### src/rtl/regfile_pkg.sv
// Shared types and sizes for the register-file writeback path.
// wb_entry_t is one queued write: destination register plus data.
package regfile_pkg;

   localparam int XLEN       = 64;
   localparam int REG_ADDR_W = 5;
   localparam int NUM_REGS   = 32;

   typedef struct packed {
      logic [REG_ADDR_W-1:0] rd;
      logic [XLEN-1:0]       data;
   } wb_entry_t;

endpackage

### src/rtl/regwb_fifo.sv
// Small synchronous FIFO of writeback entries. It exposes per-slot
// valid/rd so the parent can decode which registers have queued writes.
module regwb_fifo
   import regfile_pkg::*;
#(
   parameter int DEPTH = 2
) (
   input  logic                              clk,
   input  logic                              reset,
   input  logic                              push,
   input  wb_entry_t                         push_entry,
   input  logic                              pop,
   output logic                              full,
   output logic                              empty,
   output wb_entry_t                         head,
   output logic [DEPTH-1:0]                  ent_valid,
   output logic [DEPTH-1:0][REG_ADDR_W-1:0]  ent_rd
);

   localparam int AW = $clog2(DEPTH);

   logic [AW:0]   wr_ptr;
   logic [AW:0]   rd_ptr;
   logic [AW:0]   count;
   logic [AW-1:0] offset;
   wb_entry_t     slots [DEPTH];

   // Pointers carry one extra wrap bit so full and empty are distinguishable.
   always_ff @(posedge clk or negedge reset) begin
      if (!reset) begin
         wr_ptr <= '0;
         rd_ptr <= '0;
      end else begin
         if (push) wr_ptr <= wr_ptr + 1'b1;
         if (pop)  rd_ptr <= rd_ptr + 1'b1;
      end
   end

   always_ff @(posedge clk) begin
      if (push) slots[wr_ptr[AW-1:0]] <= push_entry;
   end

   assign empty = (wr_ptr == rd_ptr);
   assign full  = (wr_ptr[AW] != rd_ptr[AW]) && (wr_ptr[AW-1:0] == rd_ptr[AW-1:0]);
   assign head  = slots[rd_ptr[AW-1:0]];
   assign count = wr_ptr - rd_ptr;

   // A slot is live when its distance from the read pointer is below the fill level.
   always_comb begin
      offset    = '0;
      ent_valid = '0;
      ent_rd    = '0;
      for (int i = 0; i < DEPTH; i++) begin
         offset       = AW'(i) - rd_ptr[AW-1:0];
         ent_valid[i] = ({1'b0, offset} < count);
         ent_rd[i]    = slots[i].rd;
      end
   end

endmodule

### src/rtl/regfile_wb_arbiter.sv
// Shares the register-file write port between the ALU and memory writeback
// paths: two FIFOs, fixed ALU priority with MEM anti-starvation, pending scoreboard.
module regfile_wb_arbiter
   import regfile_pkg::*;
#(
   parameter int XLEN         = regfile_pkg::XLEN,
   parameter int DEPTH        = 2,
   parameter int STARVE_LIMIT = 3
) (
   input  logic                  clk,
   input  logic                  reset,
   input  logic                  alu_valid,
   output logic                  alu_ready,
   input  logic [REG_ADDR_W-1:0] alu_rd,
   input  logic [XLEN-1:0]       alu_data,
   input  logic                  mem_valid,
   output logic                  mem_ready,
   input  logic [REG_ADDR_W-1:0] mem_rd,
   input  logic [XLEN-1:0]       mem_data,
   output logic                  RegWrite,
   output logic [REG_ADDR_W-1:0] RD,
   output logic [XLEN-1:0]       WriteData,
   output logic [NUM_REGS-1:0]   pending
);

   localparam int SW = $clog2(STARVE_LIMIT + 1);
   localparam logic [SW-1:0] STARVE_MAX = SW'(STARVE_LIMIT);

   wb_entry_t                       alu_in, mem_in, alu_head, mem_head;
   logic                            alu_full, alu_empty, mem_full, mem_empty;
   logic                            alu_push, mem_push;
   logic                            grant_alu, grant_mem;
   logic [DEPTH-1:0]                alu_ent_valid, mem_ent_valid;
   logic [DEPTH-1:0][REG_ADDR_W-1:0] alu_ent_rd, mem_ent_rd;
   logic [SW-1:0]                   starve_cnt;

   // Readys are gated by reset itself, so they rise combinationally the moment
   // reset releases (FIFOs are empty then), without waiting for a clock edge.
   assign alu_ready = reset & ~alu_full;
   assign mem_ready = reset & ~mem_full;

   // Writes to x0 complete the handshake but are never queued.
   assign alu_push = alu_valid & alu_ready & (alu_rd != '0);
   assign mem_push = mem_valid & mem_ready & (mem_rd != '0);
   assign alu_in   = '{rd: alu_rd, data: alu_data};
   assign mem_in   = '{rd: mem_rd, data: mem_data};

   regwb_fifo #(.DEPTH(DEPTH)) u_alu_fifo (
      .clk        (clk),
      .reset      (reset),
      .push       (alu_push),
      .push_entry (alu_in),
      .pop        (grant_alu),
      .full       (alu_full),
      .empty      (alu_empty),
      .head       (alu_head),
      .ent_valid  (alu_ent_valid),
      .ent_rd     (alu_ent_rd)
   );

   regwb_fifo #(.DEPTH(DEPTH)) u_mem_fifo (
      .clk        (clk),
      .reset      (reset),
      .push       (mem_push),
      .push_entry (mem_in),
      .pop        (grant_mem),
      .full       (mem_full),
      .empty      (mem_empty),
      .head       (mem_head),
      .ent_valid  (mem_ent_valid),
      .ent_rd     (mem_ent_rd)
   );

   // ALU wins contention until MEM has been passed over STARVE_LIMIT times in a row.
   always_comb begin
      grant_mem = ~mem_empty & (alu_empty | (starve_cnt == STARVE_MAX));
      grant_alu = ~alu_empty & ~grant_mem;
   end

   always_ff @(posedge clk or negedge reset) begin
      if (!reset) begin
         starve_cnt <= '0;
      end else if (mem_empty || grant_mem) begin
         starve_cnt <= '0;
      end else if (grant_alu && starve_cnt != STARVE_MAX) begin
         starve_cnt <= starve_cnt + 1'b1;
      end
   end

   // Write port register; the register file samples it on the following falling edge.
   always_ff @(posedge clk or negedge reset) begin
      if (!reset) begin
         RegWrite  <= 1'b0;
         RD        <= '0;
         WriteData <= '0;
      end else begin
         RegWrite <= grant_alu | grant_mem;
         if (grant_alu) begin
            RD        <= alu_head.rd;
            WriteData <= XLEN'(alu_head.data);
         end else if (grant_mem) begin
            RD        <= mem_head.rd;
            WriteData <= XLEN'(mem_head.data);
         end
      end
   end

   always_comb begin
      pending = '0;
      for (int i = 0; i < DEPTH; i++) begin
         if (alu_ent_valid[i]) pending[alu_ent_rd[i]] = 1'b1;
         if (mem_ent_valid[i]) pending[mem_ent_rd[i]] = 1'b1;
      end
      if (RegWrite) pending[RD] = 1'b1;
      pending[0] = 1'b0;
   end

endmodule

### config.mk
export PLATFORM = sky130hd
export DESIGN_NAME = regfile_wb_arbiter
export DESIGN_NICKNAME = d
export VERILOG_FILES = /design/src/rtl/regfile_pkg.sv /design/src/rtl/regwb_fifo.sv /design/src/rtl/regfile_wb_arbiter.sv
export SDC_FILE = /design/constraint.sdc
export NUM_CORES = 1
export LEC_CHECK = 0
export BUFFER_PORTS_ARGS = -buffer_cell sky130_fd_sc_hd__buf_4
export CELL_PAD_IN_SITES_DETAIL_PLACEMENT = 1
export CELL_PAD_IN_SITES_GLOBAL_PLACEMENT = 1
export CORE_ASPECT_RATIO = 1.2
export CORE_UTILIZATION = 48
export CTS_BUF_LIST = sky130_fd_sc_hd__clkbuf_8
export DETAILED_ROUTE_END_ITERATION = 16
export PLACE_DENSITY_LB_ADDON = 0.2
export SYNTH_ARGS = -nofsm -noshare
export SYNTH_HDL_FRONTEND = slang
export SYNTH_SLANG_ARGS = --single-unit
### constraint.sdc
create_clock -name clk -period 8.13 [get_ports clk]
set_input_delay 0.813 -clock clk [delete_from_list [all_inputs] [get_ports clk]]
set_output_delay 0.813 -clock clk [all_outputs]
set_load 0.02 [all_outputs]
==> metrics list, run 1 <==
- The worst setup path is of the reg -> out kind.
* Fraction of power spent switching nets: 0.395
- The tree is rooted in a clkbuf_8.
- In this run, CTS created clock tree buffers numbering 52.
- The clock passes through at most 3 buffers.
- Relative contribution of sequential cells to total power: 0.381
* Area fraction of the dominant cell type after synthesis: 0.551
- TritonCTS built the clock tree.
* Number of sinks handled by clock tree synthesis: 356
* IO Pins: 246
* Resize count post-CTS: 0
* Area post-placement: 0.0172 mm2
- For the pin with the worst max-slew slack, the measured transition is 1.10 ns.
- The share of total power dissipated in combinational logic is 0.431.
- Post-CTS Repair Setup Buffers: 0
* Average wire length per cell after detail routing: 24.8 um
* 1st-iter DRT viols: 672
- Summing internal, switching and leakage power gives 0.00742 W.
- RePlAce Congestion: 0.922
* Die Width: 164 um
* Cell leakage power: 7.20 nW
- Using the TritonRoute via totals, the vias-per-cell ratio works out to 5.96.
- Static timing analysis puts the maximum clock frequency at 245 MHz.
- Across every metal layer, demand over resource in global routing totals 0.268.
* Internal Pwr Total: 0.00449 W
* Synthesized Nets: 1195
- Max H-tree Level: 2
* Crit share post-route: 0.503
- Share of layout cells above drive strength 1: 0.260
- Count of hold buffers inserted by post-cts repair: 0
- Data required time at the worst endpoint: 7.32 ns
- Routed Antenna Nets: 0
- A synthesized cell averages 14.4 um2.
- In this run the worst path has a maximum fanout of 37.
- Prior to clock tree synthesis, the placed netlist has a worst setup slack of 4.12 ns.
- Final Max Tran Viols: 0
* Signed area change from the synthesized netlist to the final layout: 20.9%
- Flops & latches, synth: 356
* Dominant cell type by area after synthesis: edfxtp_1
- Input/output buffers: 244
- Detailed placement finished with a half-perimeter wire length of 27300 um.
- The worst register-to-register path has a depth of 6.
- Critical Path Start Type: flop
- In this run the standard cell core region covers 0.0307 mm2.
- The number of antenna violations at the first check in global routing came to 2.
- Power per unit of standard cell area: 408 mW/mm2
* Final setup vio count: 0
- For this run, the number of Yosys warnings is 0.
- Yosys attributes the largest share of cell area to edfxtp_1 55%, dfrtp_1 13%, mux2i_1 9.1%, a22o_1 4.0%, a31oi_1 2.9%.
- The worst setup path is captured at a primary output.
* Number of global-route vias before repair: 11079
* Worst Slack Setup Final: 4.04 ns
- The first global-routing pass estimated 63800 um of wire.
- Net load switching power: 0.00293 W
* DRC violation count after routing: 0
- Setup TNS after final layout: 0 ns
- Worst-case headroom to the max-slew limit: 0.264
* Endpoint arrival time on the critical path: 3.27 ns
- For this run, the register share of the synthesized area comes to 0.684.
- Setup repair after global routing left no endpoint under its margin.
* Number of endpoints with negative hold slack in the final report: 0
* Min cycle time layout: 4.09 ns
* Clock latency at the later pin of the worst-skew pair: 0.61 ns
- Synthesized netlist cell count: 1046
* Die Area: 0.0321 mm2
* Post-synthesis cell area: 0.0151 mm2
- Die Ht: 196 um
- Core Rows: 70
* Final cell area excluding filler cells: 0.0182 mm2
* Total Routed Length: 42600 um
- The netlist uses 41 different library cells.
- Max-capacitance violation count: 0
- # nets final: 1425
* First drt pass iteration count: 5
- Result of the run: completed
- The detailed router placed 10238 vias in this run.
* Clock power share: 0.188
- Starting utilization of the core area: 0.491
- Final Hold Slack: 0.208 ns
- VDD sags by at most 232 uV.
- After global routing the overflow that remains totals 0.
- Worst Skew: 0.0298 ns
- The tightest min-delay check is of the in -> async type.
- Clock transition at the registers of the reported paths: 0.06 ns
- Entering global routing, the biggest net connects 95 pins.
==> synth_stat cells <==
cell,n
edfxtp_1,276
mux2i_1,137
dfrtp_1,80
o21ai_0,77
a22o_1,69
a31oi_1,69
clkbuf_1,45
nor2_1,42
a22oi_1,30
nand2_1,23
nand3_1,22
buf_2,21
nor3b_1,20
nand3b_1,19
o221ai_1,17
o22ai_1,16
nor3_1,15
inv_1,13
buf_1,7
ha_1,7
or3b_2,5
nand2b_1,4
xnor2_1,4
and3b_1,3
buf_4,2
buf_6,2
clkbuf_2,2
or2_2,2
or3_1,2
or4_1,2
xnor2_2,2
xor2_1,2
a2111oi_0,1
a21bo_2,1
a21boi_1,1
and2_1,1
and3_1,1
and4_1,1
and4b_1,1
conb_1,1
o211ai_1,1
==> logic make-up (layout without fill, tap and decap cells) <==
logic type	Yosys count	in the layout	share of synthesized area
xor gates and xnor gates	8	8	0.00565
adders and majority gates	7	7	0.00582
other	1	3	0.000249
and+or+nand+nor	163	163	0.0590
buffers and inverters	92	366	0.0264
AOI/OAI and AO/OA	282	282	0.128
DFF	356	356	0.684
muxes	137	137	0.0911
==> registers in the layout, summed over array words and instances (netlist names) <==
| register | count |
|---|---|
| RegWrite | 1 |
| u_alu_fifo.wr_ptr | 2 |
| RD | 5 |
| u_alu_fifo.rd_ptr | 2 |
| u_mem_fifo.wr_ptr | 2 |
| u_alu_fifo.slots | 138 |
| u_mem_fifo.rd_ptr | 2 |
| starve_cnt | 2 |
| u_mem_fifo.slots | 138 |
| WriteData | 64 |
==> cell type report <==
type / count / area [um2]
well taps: 396 / 495
multi-input cells: 598 / 4410
fillers: 3008 / 12500
flip-flops and latches: 356 / 10300
clock buffers: 61 / 840
repair buffers: 255 / 1910
clock inverters: 37 / 185
inverters: 13 / 48.8
diodes: 2 / 5.00
==> power by group through the flow <==
stage	Clock [W]	Sequential, W	Combinational [W]
2_1_floorplan	0	0.00290	0.00203
3_3_place_gp	0	0.00284	0.00309
3_5_place_dp	0	0.00286	0.00321
4_1_cts	0.00142	0.00283	0.00323
5_1_grt	0.00149	0.00287	0.00345
6_report	0.00139	0.00283	0.00320
==> final timing paths <==
check | to | slack [ns] | startpoint
setup reg to reg | u_mem_fifo.slots[1][8] | 4.20 | u_mem_fifo.rd_ptr[0]
hold / removal | WriteData[44] | 0.21 | reset
min in group clk | u_alu_fifo.slots[0][15] | 0.38 | alu_data[15]
hold reg to reg | starve_cnt[0] | 0.49 | starve_cnt[0]
setup / recovery | pending[18] | 4.04 | u_mem_fifo.rd_ptr[0]
max in group asynchronous | u_alu_fifo.rd_ptr[0] | 6.75 | reset
==> per-layer routing <==
| metal | GRT usage | up-vias | share of wire | routed length [um] |
|---|---|---|---|---|
| met2 | 0.476 | 357 | 0.52 | 22200 |
| li1 | - | 4592 | - | - |
| met4 | 0.103 | 0 | 0.031 | 1310 |
| met3 | 0.0450 | 84 | 0.056 | 2390 |
| met1 | 0.323 | 5205 | 0.39 | 16700 |
| met5 | 0 | - | 0 | 0 |
==> cells in the final DEF (no fill, tap or decap), types with 2 or more instances in the layout <==
cell,synthesis,layout
nand3_1,22,22
o22ai_1,16,16
a31oi_1,69,69
dfrtp_4,0,2
xnor2_1,4,4
or4_1,2,2
edfxtp_1,276,276
o21ai_0,77,77
nand2b_1,4,4
nand3b_1,19,19
xnor2_2,2,2
and3b_1,3,3
xor2_1,2,2
inv_1,13,35
a22o_1,69,69
dfrtp_1,80,78
clkinv_2,0,3
ha_1,7,7
diode_2,0,2
or2_2,2,2
buf_4,2,255
nor3b_1,20,20
a22oi_1,30,30
or3b_2,5,5
clkbuf_8,0,61
clkinv_1,0,8
nor3_1,15,11
nand2_1,23,22
o221ai_1,17,17
or3_1,2,2
mux2i_1,137,137
nor3_2,0,4
nor2_1,42,42
==> critical path: stages (launching register included) <==
cell and delay (ns):
dfrtp_4 0.88, ha_1 0.26, inv_1 0.05, ha_1 0.28
o21ai_0 0.46, nor2_1 0.20, a22oi_1 0.23, nand3_1 0.13
buf_4 0.17
==> metrics by stage <==
| stage | util | instances |
|---|---|---|
| floorplan | - | 1046 |
| global placement | 0.560 | 1618 |
| detailed placement | 0.560 | 1618 |
| CTS | 0.594 | 1716 |
| global route | 0.594 | 1718 |
| finish | 0.594 | 1718 |
No activity file was read; power rests on OpenSTA's default activity.
==> inputs of run 2 (changes only) <==
--- a/config.mk
+++ b/config.mk
@@ -5,11 +5,12 @@
 export SDC_FILE = /design/constraint.sdc
 export NUM_CORES = 1
 export LEC_CHECK = 0
+export ABC_AREA = 1
 export BUFFER_PORTS_ARGS = -buffer_cell sky130_fd_sc_hd__buf_4
 export CELL_PAD_IN_SITES_DETAIL_PLACEMENT = 1
 export CELL_PAD_IN_SITES_GLOBAL_PLACEMENT = 1
 export CORE_ASPECT_RATIO = 1.2
-export CORE_UTILIZATION = 48
+export CORE_UTILIZATION = 42
 export CTS_BUF_LIST = sky130_fd_sc_hd__clkbuf_8
 export DETAILED_ROUTE_END_ITERATION = 16
 export PLACE_DENSITY_LB_ADDON = 0.2
==> constraint.sdc (replaced) <==
create_clock -name clk -period 3.6 [get_ports clk]
set_input_delay 0.36 -clock clk [delete_from_list [all_inputs] [get_ports clk]]
set_output_delay 0.36 -clock clk [all_outputs]
set_load 0.02 [all_outputs]
==> run 2 against run 1 <==
  * Clock power up 130%
  * Clock skew down 0.0028 ns
  * Via count up 11%
  * First-iteration DRC count down 11%
  * Cell area up 9.3%
  * Power up 130%
  * Critical endpoint is now pending[15]
  * Flip-flop and latch count unchanged
  * Register-to-register slack worse by 3.3 ns
  * Worst setup slack worse by 3.7 ns
==> metrics list, run 2 <==
- Clock latency at the later pin of the worst-skew pair: 0.59 ns
- The final number of hold-violating endpoints was 0.
- The number of antenna violations at the first check in global routing is 3.
* Worst Skew: 0.0270 ns
- For this run the aggregate overflow at the end of global routing stands at 0.
* Worst-case headroom to the max-slew limit: 0.356
* Commonest non-fill, non-tap cells in the layout: 377 x nand2_1, 276 x edfxtp_1, 272 x buf_4
- By instance count, the leading cell after synthesis is nand2_1.
* Result of the run: completed
- Family with the most delay on the worst path: simple AND/OR/NAND/NOR gates
- In the finished design, the share of the clock period the worst path needs comes to 0.893.
- First drt pass iteration count: 4
- Maximum number of pins on one net before global-route repair: 47
- Synthesized Nets: 1400
* Maximum root-to-sink buffer count: 3
- Summing all non-filler instances in the final layout gives an area of 0.0199 mm2.
* 1st-iter DRT viols: 600
- RSZ-0062 raised after global routing: no
- After filler insertion, the fill cell instance count of the layout stands at 3720.
- At the end of routability-driven placement, the weighted congestion stood at 0.950.
* IO Pins: 246
* Area fraction of the dominant cell type after synthesis: 0.550
- Yosys mapped the design onto 31 distinct sky130hd cell types.
- Data required time at the worst endpoint: 3.24 ns
- DRC violation count after routing: 0
- In the synthesized netlist, the number of instances is 1251.
- From bottom edge to top edge, the die measures 210 um.
- For the pin with the worst max-slew slack, the measured transition is 0.959 ns.
* Die Width: 175 um
- Together, buffers and inverters on the worst path number 4.
- Share of flip-flops with an asynchronous set or reset: 0.225
- Die Area: 0.0367 mm2
- Highest ir drop seen on vdd: 436 uV
- Timing would allow up to 311 MHz.
* Critical path's slowest cell: dfrtp_1
* Reg-to-reg endpoint: u_alu_fifo.slots[0][63]
- Post-synthesis cell area: 0.0151 mm2
* Worst-path fanout max: 6
* Area post-placement: 0.0175 mm2
- Most frequent cell on the critical path: inv_1
- Counting instances in the post-synthesis netlist gives the leading cell types as 377 x nand2_1, 276 x edfxtp_1, 128 x mux2i_1, 98 x nand3_1, 80 x dfrtp_1.
* Stage delay of the slowest cell on the critical path: 0.47 ns
* Number of cell instances on the worst register-to-register path: 8
- STA classifies the critical path startpoint as a flop.
- Reg-to-reg setup timing slack: 0.93 ns
* Series of cell instances along the critical path: inv_1 > ha_1 > inv_1 > ha_1 > nor2_1 > nor2_1 > nand2_1 > inv_1 > a21oi_1 > nand4_1 > buf_4
* Footprint of the multi-input gates: 0.00429 mm2
- Resize count post-CTS: 0
- Of the synthesized area, sequential elements account for 0.682.
* Dominant cells by area after synthesis: edfxtp_1 55%, dfrtp_1 13%, nand2_1 9.4%, mux2i_1 8.5%, nand3_1 3.3%
* CTS tree: built
* CTS root buffer: clkbuf_8
- Timing analysis after detailed placement gives a worst setup slack of 0.914 ns.
- The startpoint identified for the worst register-to-register timing path is u_alu_fifo.rd_ptr[0].
- Endpoint arrival time on the critical path: 2.86 ns
- Setup TNS after final layout: 0 ns
- Yosys warning count: 0
- At the end of the flow, the number of nets in the layout was 1824.
- Dominant cell type by area after synthesis: edfxtp_1
* Signed area change from the synthesized netlist to the final layout: 31.9%
- Overall via count from detail_route: 11351
- In the global route stage, overall resource usage came out at 0.261.
* Path type of the worst min-delay path: in -> async
* DPL Wire Length: 29500 um
* Starting utilization of the core area: 0.428
- The most used flip-flop cell after synthesis is edfxtp_1.
* Flops & latches, synth: 356
- Worst Slack Setup Final: 0.384 ns
- Min cycle time layout: 3.22 ns
- In this run the core area contains 75 standard-cell rows.
- Vias/cell: 5.20
- Leaving out fill and tap cells, the most frequent cell in the layout is nand2_1.
* Final Max Tran Viols: 0
- The detail route stage leaves a number of antenna-violating nets equal to 0.
- Cell leakage power: 8.51 nW
* Max-capacitance violation count: 0
* Nature of the critical path endpoint: primary output
- Final setup vio count: 0
- Power per unit of standard cell area: 843 mW/mm2
* Overall power after layout: 0.0168 W
- For this block, the routed nets add up to 47200 um of wire.
- The first global-routing pass estimated 72500 um of wire.
- Input/output buffers: 244
* Floorplan Core Area: 0.0352 mm2
- The sequential cells in the finished layout cover a total of 0.0103 mm2.
- Number of sinks handled by clock tree synthesis: 356
- Mean post-synth cell area: 12.1 um2
* Average wire length per cell after detail routing: 21.6 um
- The number of global-route vias before repair was 12671.
* Kind of critical path: reg -> out
- Clock transition at the registers of the reported paths: 0.06 ns
- Counting the buffers created by CTS gives 56.
- The H-tree generated during clock tree synthesis spans 2 levels.
- Of the cells placed in the final design, the portion with a size suffix greater than 1 is 0.208.
- Number of enable-type register cells in the synthesized netlist: 276
-- run 2: power by group --
part	total [W]	internal, W	switching, W
combinational	0.00749	0.00257	0.00492
sequential	0.00610	0.00552	0.000581
clock	0.00318	0.00162	0.00157
total	0.0168	0.00971	0.00707
-- run 2: layout make-up --
cell class / count / share of cell area
Timing Repair Buffer: 413 / 0.175
Inverter: 60 / 0.0113
Antenna cell: 2 / 0.000252
Tap cell: 462 / 0.0291
Clock inverter: 41 / 0.00937
Clock buffer: 61 / 0.0422
Multi-Input combinational cell: 788 / 0.216
Sequential cell: 356 / 0.518
-- run 2: how the worst max path moves through the flow --
| stage | from | endpoint | slack (ns) | depth (start not counted) |
|---|---|---|---|---|
| finish | u_mem_fifo.wr_ptr[0] | pending[15] | 0.38 | 11 |
| global placement | u_alu_fifo.rd_ptr[0] | u_alu_fifo.slots[1][23] | 1.02 | 8 |
| detailed placement | u_alu_fifo.rd_ptr[0] | u_alu_fifo.slots[0][22] | 0.91 | 8 |
| CTS | u_mem_fifo.wr_ptr[0] | pending[15] | 0.37 | 11 |
| floorplan | u_alu_fifo.rd_ptr[0] | u_alu_fifo.slots[1][0] | -0.33 | 10 |
| global route | u_mem_fifo.wr_ptr[0] | pending[11] | 0.17 | 11 |
-- run 2: kinds of logic after synthesis --
group / after synthesis / share of synthesized area
AO/OA/AOI/OAI: 65 / 0.0251
XOR/XNOR: 6 / 0.00349
adder cells (fa/ha/maj): 7 / 0.00581
buffers and inverters: 107 / 0.0356
flip-flops: 356 / 0.682
multiplexers: 128 / 0.0850
other: 1 / 0.000249
AND/OR/NAND/NOR: 581 / 0.162
-- run 2: layer usage --
layer,share of wire,vias to the layer above,GRT usage
met2,0.54,344,0.492
li1,-,5221,-
met4,0.035,2,0.108
met3,0.039,106,0.0344
met1,0.38,5678,0.295
met5,0.00028,-,0
-- run 2: metrics by stage --
| stage | std cells | hold WS [ns] | util |
|---|---|---|---|
| 2_1_floorplan | 1251 | 0.0644 | - |
| 3_3_place_gp | 1940 | 0.211 | 0.496 |
| 3_5_place_dp | 1940 | 0.207 | 0.496 |
| 4_1_cts | 2181 | 0.122 | 0.565 |
| 5_1_grt | 2183 | 0.155 | 0.565 |
| 6_report | 2183 | 0.146 | 0.565 |
-- run 2: worst register-to-register path: stages (launching register included) --
cell     delay, ns
dfrtp_4       0.48
inv_1         0.08
ha_1          0.23
inv_1         0.11
o21ai_0       0.14
nor2_1        0.24
inv_1         0.17
nor2_4        0.44
buf_4         0.42
-- run 2: what timing repair did --
action                                 4_1_cts  5_1_grt
buffers inserted                             0        0
hold buffers                               139        0
endpoints found under the hold margin      294        0
==> inputs of run 3 (changes only) <==
--- a/config.mk
+++ b/config.mk
@@ -12,8 +12,11 @@
 export CORE_ASPECT_RATIO = 1.2
 export CORE_UTILIZATION = 42
 export CTS_BUF_LIST = sky130_fd_sc_hd__clkbuf_8
+export CTS_CLUSTER_SIZE = 20
 export DETAILED_ROUTE_END_ITERATION = 16
 export PLACE_DENSITY_LB_ADDON = 0.2
+export REMOVE_ABC_BUFFERS = 1
+export SLEW_MARGIN = 0
 export SYNTH_ARGS = -nofsm -noshare
 export SYNTH_HDL_FRONTEND = slang
 export SYNTH_SLANG_ARGS = --single-unit
==> run 3 against run 2 <==
  * First-iteration DRC count decreased by 11%
  * Combinational power increased by 3%
  * Sequential share of layout area decreased by 0.33 points
  * Critical path type unchanged
  * Register-to-register slack got worse by 0.36 ns
  * Hold slack improved by 0.051 ns
  * Critical endpoint is now pending[29]
  * Critical path depth unchanged
  * Flip-flop and latch count unchanged
  * Largest power group unchanged
  * Via count increased by 0.28%
  * Power increased by 1.7%
  * Non-clock buffer count unchanged
  * Wire length increased by 0.32%
  * Cell area increased by 0.64%
  * Largest cell class unchanged
==> metrics list, run 3 (synthesis gave the netlist of run 2 again) <==
* Vias/cell: 5.21
- Achievable Freq: 298 MHz
* Series of cell instances along the critical path: buf_6 > ha_1 > inv_1 > ha_1 > nor2_2 > nor3_2 > inv_1 > o21ai_0 > a21oi_1 > nand2_1 > buf_4
- IO Pins: 246
* CTS root buffer: clkbuf_8
* CTS tree: built
- Of the total power, the share spent switching nets is 0.423.
* Final Max Tran Viols: 0
* Number of buffers added by the clock tree synthesis step: 55
- Cell internal power was estimated by the tool at 0.00985 W.
- Timing analysis after detailed placement gives a worst setup slack of 0.588 ns.
- STA classifies the critical path endpoint as a primary output.
- The tool flagged a number of max-cap violations equal to 0.
* Share of layout cells above drive strength 1: 0.212
- Combinational share of power: 0.451
- Final setup vio count: 0
- The finished layout holds 2184 standard cells, fillers aside.
- Total stage count of the critical path: 11
- Cells on Worst Hold Path: 5
* Starting utilization of the core area: 0.428
* Worst-case headroom to the max-slew limit: 0.102
- In this design, the stage delay of the slowest critical-path cell is 0.48 ns.
* DPL Wire Length: 29900 um
- Counting along the longest clock path gives a buffer depth of 3.
- Commonest non-fill, non-tap cells in the layout: 377 x nand2_1, 276 x edfxtp_1, 265 x buf_4
- Global-route congestion overflow total: 0
- The total area inside the core boundary comes to 0.0352 mm2.
- Dividing total power by cell area gives a power density of 852 mW/mm2.
- In the post-route analysis, the smallest setup slack over all paths is 0.245 ns.
- First drt pass iteration count: 5
* Path type of the worst min-delay path: in -> reg
* Endpoint arrival time on the critical path: 2.99 ns
- Fill count: 3722
- Min cycle time layout: 3.35 ns
* Signed area change from the synthesized netlist to the final layout: 32.8%
- The library cell used most frequently in the layout, excluding fill and tap cells, is nand2_1.
* Post-CTS Repair Setup Buffers: 0
- Number of endpoints with negative hold slack in the final report: 0
* Kind of critical path: reg -> out
- At the end of routability-driven placement, the weighted congestion stood at 0.921.
- Total GRT Usage: 0.260
* Worst-path fanout max: 31
- For the final database, setup skew stands at 0.0380 ns.
* Number of global-route vias before repair: 12576
* Dpl cells: 1940
- Clock transition at the registers of the reported paths: 0.07 ns
- RSZ-0062 raised after global routing: no
* Initial antenna violation count: 1
- Setup TNS after final layout: 0 ns
* Average wire length per cell after detail routing: 21.7 um
* Data required time at the worst endpoint: 3.24 ns
- The analysis attributes to net switching a power of 0.00721 W.
* Critical Path Start Type: flop
- Total Routed Length: 47300 um
- Summing all placed instances gives a cell area of 0.0175 mm2.
- Routed Antenna Nets: 0
- The number of buffers and inverters on the critical path is 4.
- Global-route wire length before repair: 72200 um
- Die Ht: 210 um
* 1st-iter DRT viols: 534
* Worst Tran Pin Value: 1.34 ns
- Cell leakage power: 8.56 nW
- Maximum number of pins on one net before global-route repair: 70
- Of the available clock period, the critical path in the final layout requires 0.932.
- The tree built by TritonCTS fans out to 356 sinks.
- Critical path's slowest cell: nor3_2
* Final cell area excluding filler cells: 0.0200 mm2
* Relative contribution of sequential cells to total power: 0.356
- Core Rows: 75
* Overall via count from detail_route: 11383
- For the worst-skew pair, the clock arrives at the later sink with an insertion delay of 0.62 ns.
- The final layout contains 1823 nets.
- The share of total power dissipated in the clock network is 0.193.
- Family with the most delay on the worst path: simple AND/OR/NAND/NOR gates
- Die Area: 0.0367 mm2
- After detailed routing, the number of remaining DRC violations is 0.
- The tightest hold path in the finished design has a slack of 0.198 ns.
- Result of the run: completed
* Highest ir drop seen on vdd: 503 uV
* Input/output buffers: 244
* Max H-tree Level: 2
- The floorplan step set the die width to 175 um.
* Number of cell instances on the worst register-to-register path: 9
-- run 3: changes by cell type in the layout (fill, tap and decap cells not counted), moves of 2 or more --
cell,before,now
clkinvlp_4,1,3
clkinv_2,2,4
inv_1,86,88
buf_12,2,8
clkinv_1,7,2
buf_4,272,265
-- run 3: final timing paths --
path / start / to / slack, ns
min in group asynchronous: reset / WriteData[36] / 0.46
max in group asynchronous: reset / u_alu_fifo.rd_ptr[0] / 2.51
worst max-delay path: u_mem_fifo.rd_ptr[0] / pending[29] / 0.25
worst min register to register: starve_cnt[0] / starve_cnt[0] / 0.45
worst min-delay path: alu_valid / u_alu_fifo.wr_ptr[1] / 0.20
worst max register to register: u_mem_fifo.rd_ptr[0] / WriteData[25] / 0.57
-- run 3: area by class of cell --
type,instances,area (um2),share of cell area
diodes,1,2.50,0.000125
clock buffers,61,840,0.0419
clock inverters,43,230,0.0115
inverters,60,225,0.0112
multi-input cells,788,4300,0.215
flip-flops and latches,356,10300,0.514
well taps,462,578,0.0289
repair buffers,413,3550,0.177
-- run 3: routing by layer --
| metal | vias to the layer above | part of all wire | track usage |
|---|---|---|---|
| met5 | - | 0 | 0 |
| met4 | 0 | 0.035 | 0.107 |
| met3 | 103 | 0.045 | 0.0375 |
| met2 | 371 | 0.52 | 0.469 |
| met1 | 5684 | 0.40 | 0.310 |
| li1 | 5225 | - | - |
-- run 3: what timing repair did --
action	4_1_cts	5_1_grt
pin swaps	0	0
hold endpoints to repair	336	0
gates resized for setup	1	2
endpoints found under the setup margin	2	10
hold buffers	139	0
-- run 3: power by group through the flow --
stage               combinational, W  clock, W  sequential, W
floorplan                    0.00382         0        0.00678
global placement             0.00726         0        0.00607
detailed placement           0.00748         0        0.00611
CTS                          0.00763   0.00333        0.00604
global route                 0.00839   0.00352        0.00616
finish                       0.00769   0.00330        0.00608
-- run 3: worst reg2reg max path: stages, from the launching register on --
cell and delay (ns):
dfrtp_4 0.48, inv_1 0.12, ha_1 0.27, inv_1 0.12, nor2_4 0.07, o21ai_4 1.01
buf_4 0.50, nand2_1 0.15, nand3_1 0.11, nand2_1 0.07
-- run 3: metrics by stage --
stage,util,power [W]
floorplan,-,0.0106
global placement,0.499,0.0133
finish,0.569,0.0171
global route,0.569,0.0181
CTS,0.569,0.0170
detailed placement,0.499,0.0136
